`src/rtl/id_ex_stage_if.sv`:
```
// Bus bundle between ID, the forwarding sources and the EX stage.
// The master drives the ID fields and forwarding inputs; the slave is the ID/EX stage.
interface id_ex_stage_if #(
  parameter int unsigned DATA_W = 32,
  parameter int unsigned REG_W  = 5
);
  logic              stall;
  logic              flush;
  logic              id_reg_write;
  logic              id_mem_to_reg;
  logic              id_mem_read;
  logic              id_mem_write;
  logic              id_alu_src;
  logic              id_reg_dst;
  logic [1:0]        id_alu_op;
  logic [5:0]        id_funct;
  logic [DATA_W-1:0] id_rs_data;
  logic [DATA_W-1:0] id_rt_data;
  logic [DATA_W-1:0] id_imm;
  logic [REG_W-1:0]  id_rs;
  logic [REG_W-1:0]  id_rt;
  logic [REG_W-1:0]  id_rd;
  logic              exmem_reg_write;
  logic [REG_W-1:0]  exmem_rd;
  logic [DATA_W-1:0] exmem_result;
  logic              memwb_reg_write;
  logic [REG_W-1:0]  memwb_rd;
  logic [DATA_W-1:0] memwb_result;
  logic [DATA_W-1:0] alu_a;
  logic [DATA_W-1:0] alu_b;
  logic [3:0]        alu_control;
  logic [DATA_W-1:0] ex_store_data;
  logic [REG_W-1:0]  ex_dest;
  logic              ex_reg_write;
  logic              ex_mem_to_reg;
  logic              ex_mem_read;
  logic              ex_mem_write;
  logic [REG_W-1:0]  ex_rs;
  logic [REG_W-1:0]  ex_rt;
  logic              ex_valid;

  modport master (
    output stall, flush, id_reg_write, id_mem_to_reg, id_mem_read, id_mem_write,
           id_alu_src, id_reg_dst, id_alu_op, id_funct, id_rs_data, id_rt_data, id_imm,
           id_rs, id_rt, id_rd, exmem_reg_write, exmem_rd, exmem_result,
           memwb_reg_write, memwb_rd, memwb_result,
    input  alu_a, alu_b, alu_control, ex_store_data, ex_dest, ex_reg_write, ex_mem_to_reg,
           ex_mem_read, ex_mem_write, ex_rs, ex_rt, ex_valid
  );

  modport slave (
    input  stall, flush, id_reg_write, id_mem_to_reg, id_mem_read, id_mem_write,
           id_alu_src, id_reg_dst, id_alu_op, id_funct, id_rs_data, id_rt_data, id_imm,
           id_rs, id_rt, id_rd, exmem_reg_write, exmem_rd, exmem_result,
           memwb_reg_write, memwb_rd, memwb_result,
    output alu_a, alu_b, alu_control, ex_store_data, ex_dest, ex_reg_write, ex_mem_to_reg,
           ex_mem_read, ex_mem_write, ex_rs, ex_rt, ex_valid
  );
endinterface

```
`src/rtl/id_ex_stage.sv`:
```
// ID/EX pipeline register with EX-stage operand forwarding and ALU-control decode.
// All outputs derive from registered state plus the live EX/MEM and MEM/WB forwarding inputs.
module id_ex_stage #(
  parameter int unsigned DATA_W = 32,
  parameter int unsigned REG_W  = 5
) (
  input logic          clk,
  input logic          reset,
  id_ex_stage_if.slave bus
);
  logic              reg_write_q;
  logic              mem_to_reg_q;
  logic              mem_read_q;
  logic              mem_write_q;
  logic              alu_src_q;
  logic              reg_dst_q;
  logic [1:0]        alu_op_q;
  logic [5:0]        funct_q;
  logic [DATA_W-1:0] rs_data_q;
  logic [DATA_W-1:0] rt_data_q;
  logic [DATA_W-1:0] imm_q;
  logic [REG_W-1:0]  rs_q;
  logic [REG_W-1:0]  rt_q;
  logic [REG_W-1:0]  rd_q;
  logic              valid_q;

  // A bubble zeroes every field, so rs/rt = 0 can never match a forwarding source.
  always_ff @(posedge clk) begin
    if (reset || bus.flush) begin
      reg_write_q  <= 1'b0;
      mem_to_reg_q <= 1'b0;
      mem_read_q   <= 1'b0;
      mem_write_q  <= 1'b0;
      alu_src_q    <= 1'b0;
      reg_dst_q    <= 1'b0;
      alu_op_q     <= 2'b00;
      funct_q      <= 6'd0;
      rs_data_q    <= '0;
      rt_data_q    <= '0;
      imm_q        <= '0;
      rs_q         <= '0;
      rt_q         <= '0;
      rd_q         <= '0;
      valid_q      <= 1'b0;
    end else if (!bus.stall) begin
      reg_write_q  <= bus.id_reg_write;
      mem_to_reg_q <= bus.id_mem_to_reg;
      mem_read_q   <= bus.id_mem_read;
      mem_write_q  <= bus.id_mem_write;
      alu_src_q    <= bus.id_alu_src;
      reg_dst_q    <= bus.id_reg_dst;
      alu_op_q     <= bus.id_alu_op;
      funct_q      <= bus.id_funct;
      rs_data_q    <= bus.id_rs_data;
      rt_data_q    <= bus.id_rt_data;
      imm_q        <= bus.id_imm;
      rs_q         <= bus.id_rs;
      rt_q         <= bus.id_rt;
      rd_q         <= bus.id_rd;
      valid_q      <= 1'b1;
    end
  end

  logic [DATA_W-1:0] fwd_rs;
  logic [DATA_W-1:0] fwd_rt;

  // EX/MEM beats MEM/WB because it holds the younger result.
  always_comb begin
    fwd_rs = rs_data_q;
    if (bus.exmem_reg_write && (bus.exmem_rd != '0) && (bus.exmem_rd == rs_q)) begin
      fwd_rs = bus.exmem_result;
    end else if (bus.memwb_reg_write && (bus.memwb_rd != '0) && (bus.memwb_rd == rs_q)) begin
      fwd_rs = bus.memwb_result;
    end
  end

  always_comb begin
    fwd_rt = rt_data_q;
    if (bus.exmem_reg_write && (bus.exmem_rd != '0) && (bus.exmem_rd == rt_q)) begin
      fwd_rt = bus.exmem_result;
    end else if (bus.memwb_reg_write && (bus.memwb_rd != '0) && (bus.memwb_rd == rt_q)) begin
      fwd_rt = bus.memwb_result;
    end
  end

  logic [3:0] alu_ctl;

  // 4'b1111 is the ALU's pass-through of operand a, used for anything undecoded.
  always_comb begin
    alu_ctl = 4'b1111;
    unique case (alu_op_q)
      2'b00: alu_ctl = 4'b0010;
      2'b01: alu_ctl = 4'b0110;
      2'b10: begin
        case (funct_q)
          6'b100000: alu_ctl = 4'b0010;
          6'b100010: alu_ctl = 4'b0110;
          6'b100100: alu_ctl = 4'b0000;
          6'b100101: alu_ctl = 4'b0001;
          6'b101010: alu_ctl = 4'b0111;
          default:   alu_ctl = 4'b1111;
        endcase
      end
      default: alu_ctl = 4'b1111;
    endcase
  end

  assign bus.alu_a         = fwd_rs;
  assign bus.alu_b         = alu_src_q ? imm_q : fwd_rt;
  assign bus.alu_control   = alu_ctl;
  assign bus.ex_store_data = fwd_rt;
  assign bus.ex_dest       = reg_dst_q ? rd_q : rt_q;
  assign bus.ex_reg_write  = reg_write_q;
  assign bus.ex_mem_to_reg = mem_to_reg_q;
  assign bus.ex_mem_read   = mem_read_q;
  assign bus.ex_mem_write  = mem_write_q;
  assign bus.ex_rs         = rs_q;
  assign bus.ex_rt         = rt_q;
  assign bus.ex_valid      = valid_q;
endmodule

```
`src/flat_wrapper.sv`:
```
// flat-port wrapper written by rule: the top's interface ports become plain ports
module id_ex_stage_flat 
#(
  parameter int unsigned DATA_W = 32,
  parameter int unsigned REG_W  = 5
)
  (clk, reset, bus_stall, bus_flush, bus_id_reg_write, bus_id_mem_to_reg, bus_id_mem_read, bus_id_mem_write, bus_id_alu_src, bus_id_reg_dst, bus_id_alu_op, bus_id_funct, bus_id_rs_data, bus_id_rt_data, bus_id_imm, bus_id_rs, bus_id_rt, bus_id_rd, bus_exmem_reg_write, bus_exmem_rd, bus_exmem_result, bus_memwb_reg_write, bus_memwb_rd, bus_memwb_result, bus_alu_a, bus_alu_b, bus_alu_control, bus_ex_store_data, bus_ex_dest, bus_ex_reg_write, bus_ex_mem_to_reg, bus_ex_mem_read, bus_ex_mem_write, bus_ex_rs, bus_ex_rt, bus_ex_valid);
  id_ex_stage_if #(.DATA_W(DATA_W), .REG_W(REG_W)) bus_i ();
  input logic clk;
  input logic reset;
  input wire logic [$bits(bus_i.stall)-1:0] bus_stall;
  input wire logic [$bits(bus_i.flush)-1:0] bus_flush;
  input wire logic [$bits(bus_i.id_reg_write)-1:0] bus_id_reg_write;
  input wire logic [$bits(bus_i.id_mem_to_reg)-1:0] bus_id_mem_to_reg;
  input wire logic [$bits(bus_i.id_mem_read)-1:0] bus_id_mem_read;
  input wire logic [$bits(bus_i.id_mem_write)-1:0] bus_id_mem_write;
  input wire logic [$bits(bus_i.id_alu_src)-1:0] bus_id_alu_src;
  input wire logic [$bits(bus_i.id_reg_dst)-1:0] bus_id_reg_dst;
  input wire logic [$bits(bus_i.id_alu_op)-1:0] bus_id_alu_op;
  input wire logic [$bits(bus_i.id_funct)-1:0] bus_id_funct;
  input wire logic [$bits(bus_i.id_rs_data)-1:0] bus_id_rs_data;
  input wire logic [$bits(bus_i.id_rt_data)-1:0] bus_id_rt_data;
  input wire logic [$bits(bus_i.id_imm)-1:0] bus_id_imm;
  input wire logic [$bits(bus_i.id_rs)-1:0] bus_id_rs;
  input wire logic [$bits(bus_i.id_rt)-1:0] bus_id_rt;
  input wire logic [$bits(bus_i.id_rd)-1:0] bus_id_rd;
  input wire logic [$bits(bus_i.exmem_reg_write)-1:0] bus_exmem_reg_write;
  input wire logic [$bits(bus_i.exmem_rd)-1:0] bus_exmem_rd;
  input wire logic [$bits(bus_i.exmem_result)-1:0] bus_exmem_result;
  input wire logic [$bits(bus_i.memwb_reg_write)-1:0] bus_memwb_reg_write;
  input wire logic [$bits(bus_i.memwb_rd)-1:0] bus_memwb_rd;
  input wire logic [$bits(bus_i.memwb_result)-1:0] bus_memwb_result;
  output wire logic [$bits(bus_i.alu_a)-1:0] bus_alu_a;
  output wire logic [$bits(bus_i.alu_b)-1:0] bus_alu_b;
  output wire logic [$bits(bus_i.alu_control)-1:0] bus_alu_control;
  output wire logic [$bits(bus_i.ex_store_data)-1:0] bus_ex_store_data;
  output wire logic [$bits(bus_i.ex_dest)-1:0] bus_ex_dest;
  output wire logic [$bits(bus_i.ex_reg_write)-1:0] bus_ex_reg_write;
  output wire logic [$bits(bus_i.ex_mem_to_reg)-1:0] bus_ex_mem_to_reg;
  output wire logic [$bits(bus_i.ex_mem_read)-1:0] bus_ex_mem_read;
  output wire logic [$bits(bus_i.ex_mem_write)-1:0] bus_ex_mem_write;
  output wire logic [$bits(bus_i.ex_rs)-1:0] bus_ex_rs;
  output wire logic [$bits(bus_i.ex_rt)-1:0] bus_ex_rt;
  output wire logic [$bits(bus_i.ex_valid)-1:0] bus_ex_valid;
  assign bus_i.stall = bus_stall;
  assign bus_i.flush = bus_flush;
  assign bus_i.id_reg_write = bus_id_reg_write;
  assign bus_i.id_mem_to_reg = bus_id_mem_to_reg;
  assign bus_i.id_mem_read = bus_id_mem_read;
  assign bus_i.id_mem_write = bus_id_mem_write;
  assign bus_i.id_alu_src = bus_id_alu_src;
  assign bus_i.id_reg_dst = bus_id_reg_dst;
  assign bus_i.id_alu_op = bus_id_alu_op;
  assign bus_i.id_funct = bus_id_funct;
  assign bus_i.id_rs_data = bus_id_rs_data;
  assign bus_i.id_rt_data = bus_id_rt_data;
  assign bus_i.id_imm = bus_id_imm;
  assign bus_i.id_rs = bus_id_rs;
  assign bus_i.id_rt = bus_id_rt;
  assign bus_i.id_rd = bus_id_rd;
  assign bus_i.exmem_reg_write = bus_exmem_reg_write;
  assign bus_i.exmem_rd = bus_exmem_rd;
  assign bus_i.exmem_result = bus_exmem_result;
  assign bus_i.memwb_reg_write = bus_memwb_reg_write;
  assign bus_i.memwb_rd = bus_memwb_rd;
  assign bus_i.memwb_result = bus_memwb_result;
  assign bus_alu_a = bus_i.alu_a;
  assign bus_alu_b = bus_i.alu_b;
  assign bus_alu_control = bus_i.alu_control;
  assign bus_ex_store_data = bus_i.ex_store_data;
  assign bus_ex_dest = bus_i.ex_dest;
  assign bus_ex_reg_write = bus_i.ex_reg_write;
  assign bus_ex_mem_to_reg = bus_i.ex_mem_to_reg;
  assign bus_ex_mem_read = bus_i.ex_mem_read;
  assign bus_ex_mem_write = bus_i.ex_mem_write;
  assign bus_ex_rs = bus_i.ex_rs;
  assign bus_ex_rt = bus_i.ex_rt;
  assign bus_ex_valid = bus_i.ex_valid;
  id_ex_stage #(.DATA_W(DATA_W), .REG_W(REG_W)) u_core (.clk(clk), .reset(reset), .bus(bus_i));
endmodule
```
`config.mk`:
```
export PLATFORM = sky130hd
export DESIGN_NAME = id_ex_stage_flat
export DESIGN_NICKNAME = d
export VERILOG_FILES = /design/src/rtl/id_ex_stage_if.sv /design/src/rtl/id_ex_stage.sv /design/src/flat_wrapper.sv
export SDC_FILE = /design/constraint.sdc
export NUM_CORES = 1
export LEC_CHECK = 0
export CAP_MARGIN = 10
export CORE_ASPECT_RATIO = 1.1
export CORE_UTILIZATION = 44
export DETAILED_ROUTE_END_ITERATION = 10
export PLACE_DENSITY = 0.91
export SLEW_MARGIN = 25
export SYNTH_ARGS = -nofsm -noshare
export SYNTH_HDL_FRONTEND = slang
export SYNTH_SLANG_ARGS = --single-unit
```
`constraint.sdc`:
```
create_clock -name clk -period 2.45 [get_ports clk]
set_clock_uncertainty 0.1 [all_clocks]
set_input_delay 0.49 -clock clk [delete_from_list [all_inputs] [get_ports clk]]
set_output_delay 0.49 -clock clk [all_outputs]
set_load 0.05 [all_outputs]
```
==> Flow_metrics.wiki, run 1 <==
{| class="wikitable"
! Metric !! Value
|-
| Total gr overflow || 1341
|-
| Cell type contributing the most total cell area after synthesis || sky130_fd_sc_hd__dfxtp_1
|-
| Starting Density || 45.22%
|-
| Final worst endpoint reported by repair_timing after global routing || bus_alu_b[26]
|-
| Post-synthesis instance area || 8051 sq um
|-
| Number of register bits inferred by synthesis || 126
|-
| Most frequent cell after synthesis || sky130_fd_sc_hd__nor2_1
|-
| Placed Area || 14580 sq um
|-
| Total Routing Usage GR || 96.74%
|-
| Syn Inst Count || 935
|-
| Classification of the worst endpoint || primary output
|-
| Instance count after placement with tap cells included || 1492
|-
| Clock tree sinks || 126
|-
| HPWL Detailed || 28490 um
|-
| Status || aborted with a tool error
|-
| CTS root buffer || sky130_fd_sc_hd__clkbuf_16
|-
| Part of the Yosys area used for sequential elements || 31.33%
|-
| Share of Yosys cell area claimed by the top area cell type || 31.33%
|-
| Pin count of the biggest net entering global routing || 70
|-
| Number of buffers created by CTS || 17
|-
| Synth Area per Inst || 8.611 sq um
|-
| Exit stage || global routing
|-
| Number of warnings printed during yosys synthesis || 0
|-
| Fraction of synthesis flops using an asynchronous set or reset pin || 0%
|-
| Die height || 143.9 um
|-
| Number of nets produced by synthesis || 1140
|-
| # port buffers || 324
|-
| First error || [ERROR GRT-0232] Routing congestion too high. Check the congestion heatmap in the GUI.
|-
| Most used flip-flop cell after synthesis || sky130_fd_sc_hd__dfxtp_1
|-
| Largest cells by area after synthesis || sky130_fd_sc_hd__dfxtp_1, sky130_fd_sc_hd__mux2i_1, sky130_fd_sc_hd__a31oi_1, sky130_fd_sc_hd__nor2_1, sky130_fd_sc_hd__nor4_1
|-
| Site row count || 51
|-
| CTS H-Tree Depth || 4
|-
| Count of flip-flops with a built-in enable after synthesis || 0
|-
| Number of placed I/O pins || 325
|-
| Post-CTS Hold Fix Bufs || 0
|-
| GPL Wtd Cong || 0.9245
|-
| Unique masters post-synth || 49
|-
| Die outline width || 131.0 um
|-
| Number of buffers on the longest clock path || 2
|-
| Synth top cells by count || sky130_fd_sc_hd__nor2_1, sky130_fd_sc_hd__dfxtp_1, sky130_fd_sc_hd__mux2i_1
|}
-- metal layers --
layer | overflow | track usage (%)
met1 | 8 | 87.86
met2 | 964 | 125.5
met3 | 12 | 70.10
met4 | 356 | 116.7
met5 | 1 | 24.09
-- what timing repair did --
action	4_1_cts
gates cloned	14
buffers inserted	50
endpoints found under the setup margin	104
resized for setup	240
pin swaps	104
-- cell families after synthesis --
group / after synthesis / synth area share, %
flops: 126 / 31.33
xor+xnor: 20 / 2.176
buf+inv: 113 / 9.852
simple gates: 340 / 21.94
compound gates: 205 / 18.34
mux: 131 / 16.36
-- per-stage QoR --
| step | TNS [ns] | setup slack (ns) | hold WS [ns] | utilization, % |
|---|---|---|---|---|
| floorplan | -14.83 | -0.1989 | 0.3543 | - |
| global placement | -65.50 | -0.7510 | 0.3407 | 81.88 |
| CTS | -37.75 | -0.4612 | 0.3633 | 94.35 |
| detailed placement | -71.48 | -0.8037 | 0.3520 | 81.88 |
==> run 2: changes to the inputs <==
Settings changed: CORE_ASPECT_RATIO 1.1 to unset, CORE_UTILIZATION 44 to 30, PLACE_DENSITY 0.91 to unset, PLACE_DENSITY_LB_ADDON set to 0.15.
==> run 2 against run 1 <==
Compared with the run above:
- the flow now finishes, with violations (DRC, setup timing)
- area after synthesis is the same
- synthesized cell count stayed put
==> Flow_metrics.wiki, run 2 <==
{| class="wikitable"
! Metric !! Value
|-
| Endpoints failing hold || 0
|-
| Most frequent cell after synthesis || sky130_fd_sc_hd__nor2_1
|-
| Clock latency on the worst-skew pair || 0.43 ns
|-
| Number of placed I/O pins || 325 (unchanged)
|-
| Number of DRC markers in iteration 0 || 562
|-
| Vias || 9303
|-
| CTS clk-pin slew, worst paths || 0.06 ns
|-
| Worst IR drop on VDD || 0.0003504 V
|-
| Layout cells sized above 1 || 42.77%
|-
| Final routed DRC violation total || 16
|-
| Crit start category || flip-flop
|-
| Part of the power in the clock network || 37.1%
|-
| Worst max-slew margin expressed relative to the limit || 62.15%
|-
| Global-route wire length before repair || 60110 um
|-
| Kind of path behind the tightest hold check || reg -> reg
|-
| Worst Hold Launch || u_core.bus.ex_valid
|-
| Part of the Yosys area used for sequential elements || 31.33% (unchanged)
|-
| Aggregate routed wire length || 40130 um
|-
| RSZ-0062 raised after global routing || true
|-
| Number of register bits inferred by synthesis || 126 (unchanged)
|-
| HPWL Detailed || 26070 um (-8.5%)
|-
| Via count of the first global-routing pass || 9689
|-
| Number of pins with negative max-slew slack in the final report || 0
|-
| Worst slack, placed || -0.7639 ns (+0.03983 ns)
|-
| CP Max Fanout || 7
|-
| Required time worst endpoint || 1.86 ns
|-
| Most common cell after layout, fill and taps aside || sky130_fd_sc_hd__clkdlybuf4s50_1
|-
| Number of warnings printed during yosys synthesis || 0 (unchanged)
|-
| Unique masters post-synth || 49 (unchanged)
|-
| Reg power frac || 27.8%
|-
| Endpoint type of the worst setup path || output port
|-
| Registers with the highest flip-flop counts || u_core.imm_q: 32 flops, u_core.rs_data_q: 32 flops, u_core.rt_data_q: 32 flops
|-
| Number of nets produced by synthesis || 1140 (unchanged)
|-
| Synth-to-layout area growth || 111.9%
|-
| Highest attainable clock frequency || 0.3503 GHz
|-
| Power density over the cells || 458.2 nW/um^2
|-
| Total gr overflow || 0
|-
| Site row count || 59 (+16%)
|-
| # port buffers || 324 (unchanged)
|-
| Clock tree sinks || 126 (unchanged)
|-
| Count of flip-flops with a built-in enable after synthesis || 0 (unchanged)
|-
| CTS root buffer || sky130_fd_sc_hd__clkbuf_16
|-
| Share of Yosys cell area claimed by the top area cell type || 31.33% (unchanged)
|-
| Final-report setup violation count || 96
|-
| Post-CTS Hold Fix Bufs || 0 (unchanged)
|-
| GPL Wtd Cong || 0.8253 (-11%)
|-
| Fraction of synthesis flops using an asynchronous set or reset pin || 0% (unchanged)
|-
| Switching power || 2645 uW
|-
| Synth Area per Inst || 8.611 sq um (unchanged)
|-
| Post-route ant nets || 0
|-
| Syn Inst Count || 935 (unchanged)
|-
| Die outline width || 165.8 um (+27%)
|-
| Critical R2R Launch || u_core.bus.ex_rt[1]
|-
| Starting Density || 30.72% (-15 points)
|-
| Cell type contributing the most total cell area after synthesis || sky130_fd_sc_hd__dfxtp_1
|-
| Ordered cell list for the critical path || xor2_4, or2_4, buf_12, buf_12, o31ai_4, a31oi_4, buf_12
|-
| Post-synthesis instance area || 8051 sq um (unchanged)
|-
| TritonCTS clock tree || done
|-
| Largest cells by area after synthesis || sky130_fd_sc_hd__dfxtp_1, sky130_fd_sc_hd__mux2i_1, sky130_fd_sc_hd__a31oi_1, sky130_fd_sc_hd__nor2_1, sky130_fd_sc_hd__nor4_1
|-
| Synth top cells by count || sky130_fd_sc_hd__nor2_1, sky130_fd_sc_hd__dfxtp_1, sky130_fd_sc_hd__mux2i_1
|-
| Number of buffers created by CTS || 17 (unchanged)
|-
| Core area || 26210 sq um
|-
| Instance count after placement with tap cells included || 1571 (+5.3%)
|-
| Die height || 165.8 um (+15%)
|-
| Number of buffers on the longest clock path || 2 (unchanged)
|-
| Combinational share of power || 35.1%
|-
| Setup ws final || -0.4045 ns
|-
| Portion of the clock cycle consumed by the worst path in the final layout || 116.5%
|-
| Pin count of the biggest net entering global routing || 80
|-
| Antenna violations before repair || 4
|-
| Most used flip-flop cell after synthesis || sky130_fd_sc_hd__dfxtp_1
|-
| Origin of the worst setup path || u_core.bus.ex_rt[0]
|-
| Die area || 27500 sq um
|-
| Worst Max-Slew Pin Slew || 0.5626 ns
|-
| Most Frequent Cell on Critical Path || sky130_fd_sc_hd__buf_12
|-
| CTS H-Tree Depth || 4 (unchanged)
|-
| Total Routing Usage GR || 28.62%
|-
| Leakage dissipation || 0.006417 uW
|-
| Switching share of power || 33.83%
|-
| Net count of the finished layout || 1520
|-
| Setup CP Type || reg -> out
|-
| Final cell count without fillers || 1667
|-
| Internal power component || 5174 uW
|-
| Vias per cell || 5.581
|-
| Detailed-routing iteration count for the pre-antenna-repair pass || 8
|-
| Slowest cell on the critical path || sky130_fd_sc_hd__dfxtp_4
|-
| Tmin final || 2.855 ns
|-
| Number of maximum-capacitance constraint violations || 0
|-
| Failing checks || DRC, setup timing
|-
| Status || complete, but fails checks
|-
| Avg WL per Cell || 24.07 um
|-
| Most frequent cells in the layout || sky130_fd_sc_hd__clkdlybuf4s50_1, sky130_fd_sc_hd__nor2_1, sky130_fd_sc_hd__mux2i_1, sky130_fd_sc_hd__buf_12, sky130_fd_sc_hd__dfxtp_1
|-
| Delay contributed by the slowest stage of the critical path || 0.37 ns
|-
| Arr. time, crit path || 2.26 ns
|}
==> run 2: cell counts after synthesis <==
Identical to the previous run, type by type.
==> run 2: worst max-delay path, delay by kind of cell (launching register included) <==
family / cells / cell delay [ns]
AO/OA/AOI/OAI: 2 / 0.47
XOR/XNOR: 1 / 0.15
buffers and inverters: 3 / 0.49
flip-flops: 1 / 0.37
AND/OR/NAND/NOR: 1 / 0.34
==> run 2: logic make-up after synthesis <==
logic type / share of synthesized area [%]
buf+inv: 9.852
flops: 31.33
xor+xnor: 2.176
compound gates: 18.34
simple gates: 21.94
mux: 16.36
==> run 2: path summary, 6_finish.rpt <==
kind	endpoint	slack [ns]	cells past startpoint
worst max register to register	u_core.bus.ex_rt[1]	1.38	4
worst min-delay path	u_core.bus.ex_valid	0.36	2
worst min register to register	u_core.bus.ex_valid	0.36	2
worst max-delay path	bus_ex_store_data[20]	-0.40	7
==> run 2: area by class of cell <==
cell class	count	area [sq um]
timing repair buffer	472	6070
fill	2053	9143
clock buffer	18	439.2
tap	335	419.2
inverter	2	7.507
clock inverter	14	206.4
sequential	126	2561
multi-input combinational	696	7351
antenna	4	10.01
==> run 2: power groups by stage <==
| stage | clock network (uW) | logic, uW | registers [uW] |
|---|---|---|---|
| after floorplan | 0 | 1250 | 2230 |
| after global placement | 0 | 2320 | 2210 |
| after CTS | 2940 | 2690 | 2170 |
| after global routing | 3010 | 2840 | 2180 |
| final | 2900 | 2740 | 2170 |
| after detailed placement | 0 | 2330 | 2220 |
==> run 2: metrics by stage <==
step	utilization (%)	setup TNS [ns]	instance area, sq um	power (uW)	hold slack (ns)
floorplan	-	-14.83	9883	3480	0.3543
global placement	55.24	-66.50	14480	4534	0.3402
detailed placement	55.24	-66.44	14480	4542	0.3518
CTS	64.48	-35.25	16900	7800	0.3633
global route	65.11	-37.37	17060	8036	0.4126
finish	65.11	-34.00	17060	7819	0.3580
==> run 2: layer usage <==
| metal | global-route usage [%] | up-vias | wire length (um) |
|---|---|---|---|
| met1 | 35.07 | 4529 | 16720 |
| li1 | - | 4295 | - |
| met4 | 11.46 | 0 | 1294 |
| met5 | 0 | - | 0 |
| met2 | 49.01 | 396 | 19750 |
| met3 | 5.839 | 83 | 2359 |
==> run 2: repair_timing <==
item                                    CTS  global route
setup buffers                            41             7
resized for setup                       238            58
pin swaps                                78            62
endpoints found under the setup margin  104            96
cloned                                   22             3
No activity file was read; power rests on OpenSTA's default activity.
==> run 3: changes to the inputs <==
==> constraint.sdc (replaced) <==
create_clock -name clk -period 3.6 [get_ports clk]
set_clock_uncertainty 0.1 [all_clocks]
set_input_delay 0.72 -clock clk [delete_from_list [all_inputs] [get_ports clk]]
set_output_delay 0.72 -clock clk [all_outputs]
set_load 0.01 [all_outputs]
==> run 3 against run 2 <==
Compared with the run above:
- the run ends with DRC left
- first-iteration DRC count increased by 35%
- clock-buffer cell count did not move
- flip-flop and latch count stayed put
- combinational power is 59% lower
- power down 43%
- core utilization is 16 points lower
- critical path depth is 1 higher
- global-route usage decreased by 1.9 points
- hold slack improved by 0.0017 ns
- setup slack improved by 0.42 ns
- non-clock buffer count decreased by 45
- largest cell class unchanged
==> Flow_metrics.wiki, run 3 (synthesis results as in run 2) <==
{| class="wikitable"
! Metric !! Value
|-
| Status || complete, but fails checks
|-
| Failing checks || DRC
|-
| GPL Wtd Cong || 0.9014 (+9.2%)
|-
| RSZ-0062 raised after global routing || true
|-
| Layout cells sized above 1 || 22.14% (-21 points)
|-
| Post-CTS Hold Fix Bufs || 0 (unchanged)
|-
| Core area || 26210 sq um (unchanged)
|-
| Kind of path behind the tightest hold check || reg -> reg
|-
| Layout Utilization || 48.90% (-16 points)
|-
| Clock latency on the worst-skew pair || 0.42 ns (about the same)
|-
| Critical R2R Launch || u_core.alu_src_q
|-
| Aggregate routed wire length || 37620 um (-6.3%)
|-
| Die height || 165.8 um (unchanged)
|-
| Most frequent cells in the layout || sky130_fd_sc_hd__clkdlybuf4s50_1, sky130_fd_sc_hd__nor2_1, sky130_fd_sc_hd__mux2i_1, sky130_fd_sc_hd__dfxtp_1, sky130_fd_sc_hd__a31oi_1
|-
| Die area || 27500 sq um (unchanged)
|-
| Total gr overflow || 0 (unchanged)
|-
| Net count of the finished layout || 1475 (-3.0%)
|-
| Via count of the first global-routing pass || 8796 (-9.2%)
|-
| Post-route ant nets || 0 (unchanged)
|-
| Number of DRC markers in iteration 0 || 758 (+35%)
|-
| Worst max-slew margin expressed relative to the limit || 50.94% (-11 points)
|-
| CTS H-Tree Depth || 4 (unchanged)
|-
| Number of maximum-capacitance constraint violations || 0 (unchanged)
|-
| Most common cell after layout, fill and taps aside || sky130_fd_sc_hd__clkdlybuf4s50_1
|-
| Final standard cell area without fillers || 12810 sq um (-25%)
|-
| Number of buffers on the longest clock path || 2 (unchanged)
|-
| Delay contributed by the slowest stage of the critical path || 0.50 ns (+0.13 ns)
|-
| Clock tree sinks || 126 (unchanged)
|-
| Worst IR drop on VDD || 0.0002531 V (-28%)
|-
| Die outline width || 165.8 um (unchanged)
|-
| Leakage dissipation || 0.005431 uW (-15%)
|-
| Number of buffers created by CTS || 17 (unchanged)
|-
| Vias per cell || 5.520 (-1.1%)
|-
| Portion of the clock cycle consumed by the worst path in the final layout || 99.61%
|-
| Slowest cell on the critical path || sky130_fd_sc_hd__clkdlybuf4s50_1
|-
| Vias || 8965 (-3.6%)
|-
| Required time worst endpoint || 2.78 ns (+0.92 ns)
|-
| Worst Hold Launch || u_core.bus.ex_valid
|-
| Avg WL per Cell || 23.16 um (-3.8%)
|-
| Final-report setup violation count || 0 (-100%)
|-
| Kind of cell adding the most delay to the critical path || buffers and inverters
|-
| Number of pins with negative max-slew slack in the final report || 0 (unchanged)
|-
| Power density over the cells || 347.8 nW/um^2 (-24%)
|-
| Site row count || 59 (unchanged)
|-
| Total negative setup slack || 0 ns (+34.00 ns)
|-
| Synth-to-layout area growth || 59.16%
|-
| Setup CP Type || in -> out
|-
| Filler Cells Inserted || 2556 (+25%)
|-
| Tmin final || 3.586 ns
|-
| CP Max Fanout || 22 (+15)
|-
| Detailed-routing iteration count for the pre-antenna-repair pass || 8 (unchanged)
|-
| Origin of the worst setup path || bus_memwb_rd[3]
|-
| CTS root buffer || sky130_fd_sc_hd__clkbuf_16
|-
| Pin count of the biggest net entering global routing || 52 (-35%)
|-
| Registers with the highest flip-flop counts || u_core.imm_q: 32 flops, u_core.rs_data_q: 32 flops, u_core.rt_data_q: 32 flops
|-
| Number of placed I/O pins || 325 (unchanged)
|-
| Worst Max-Slew Pin Slew || 0.7359 ns (+0.1734 ns)
|-
| Crit start category || input pin
|-
| Final routed DRC violation total || 30 (+14)
|-
| CTS clk-pin slew, worst paths || 0.06 ns (about the same)
|-
| HPWL Detailed || 26320 um (+0.95%)
|-
| Global-route wire length before repair || 55780 um (-7.2%)
|-
| Antenna violations before repair || 5 (+1)
|-
| Sum of buffers and inverters on the critical path || 4 (+1)
|-
| # port buffers || 324 (unchanged)
|-
| Endpoint type of the worst setup path || output port
|-
| Starting Density || 30.72% (unchanged)
|-
| Placed Area || 11990 sq um (-17%)
|-
| Endpoints failing hold || 0 (unchanged)
|-
| Ordered cell list for the critical path || clkdlybuf4s50_1, xnor2_1, and3_4, buf_12, buf_4, nand4_1, a31oi_2, clkdlybuf4s15_1
|-
| TritonCTS clock tree || done
|-
| Register area || 2524 sq um (-1.5%)
|-
| Highest attainable clock frequency || 0.2789 GHz
|-
| Multi-input logic area || 4937 sq um (-33%)
|-
| Total Routing Usage GR || 26.69% (-1.9 points)
|-
| Arr. time, crit path || 2.77 ns (+0.51 ns)
|}
[run 3: worst register-to-register path: cells and delay by family, from the launching register on]
kind,cells,cell delay [ns]
mux,1,0.16
flops,1,0.79
simple gates,1,0.11
[run 3: layout make-up]
cell class / instances / area share (%)
well taps: 335 / 3.271
clock inverters: 14 / 1.396
clock buffers: 18 / 3.349
multi-input cells: 696 / 38.53
repair buffers: 427 / 33.59
inverters: 2 / 0.05858
flip-flops and latches: 126 / 19.69
diodes: 6 / 0.1172
[run 3: per-stage QoR]
step	hold slack, ns	total power [uW]	setup WS [ns]	instances
finish	0.3596	4457	0.01399	1624
global route	0.3905	4614	-0.07040	1622
CTS	0.3678	4479	0.007701	1619
detailed placement	0.3560	2612	-0.4781	1567
global placement	0.3430	2614	-0.4638	1567
floorplan	0.3543	1984	0.6988	935
[run 3: metal layers]
metal | vias up | wire length [um] | global-route usage [%]
met1 | 4210 | 16570 | 36.32
met4 | 0 | 1115 | 11.34
li1 | 4209 | - | -
met5 | - | 0 | 0
met3 | 72 | 3233 | 5.481
met2 | 474 | 16700 | 40.79
[run 3: power breakdown]
part	switching, uW	internal (uW)
combinational	553	576
clock	745	1100
sequential	39.4	1440
[run 3: final timing paths]
kind | slack [ns] | to | depth (start not counted)
worst min register to register | 0.36 | u_core.bus.ex_valid | 2
worst min-delay path | 0.36 | u_core.bus.ex_valid | 2
worst max register to register | 2.38 | u_core.alu_src_q | 2
worst max-delay path | 0.01 | bus_alu_b[8] | 8
[run 3: timing repair]
item / in CTS / in global routing
resized for setup: 330 / 23
pin swaps: 31 / 9
endpoints found under the setup margin: 96 / 57
hold endpoints to repair: 0 / 0
gates cloned: 5 / 0
buffers inserted: 16 / 0
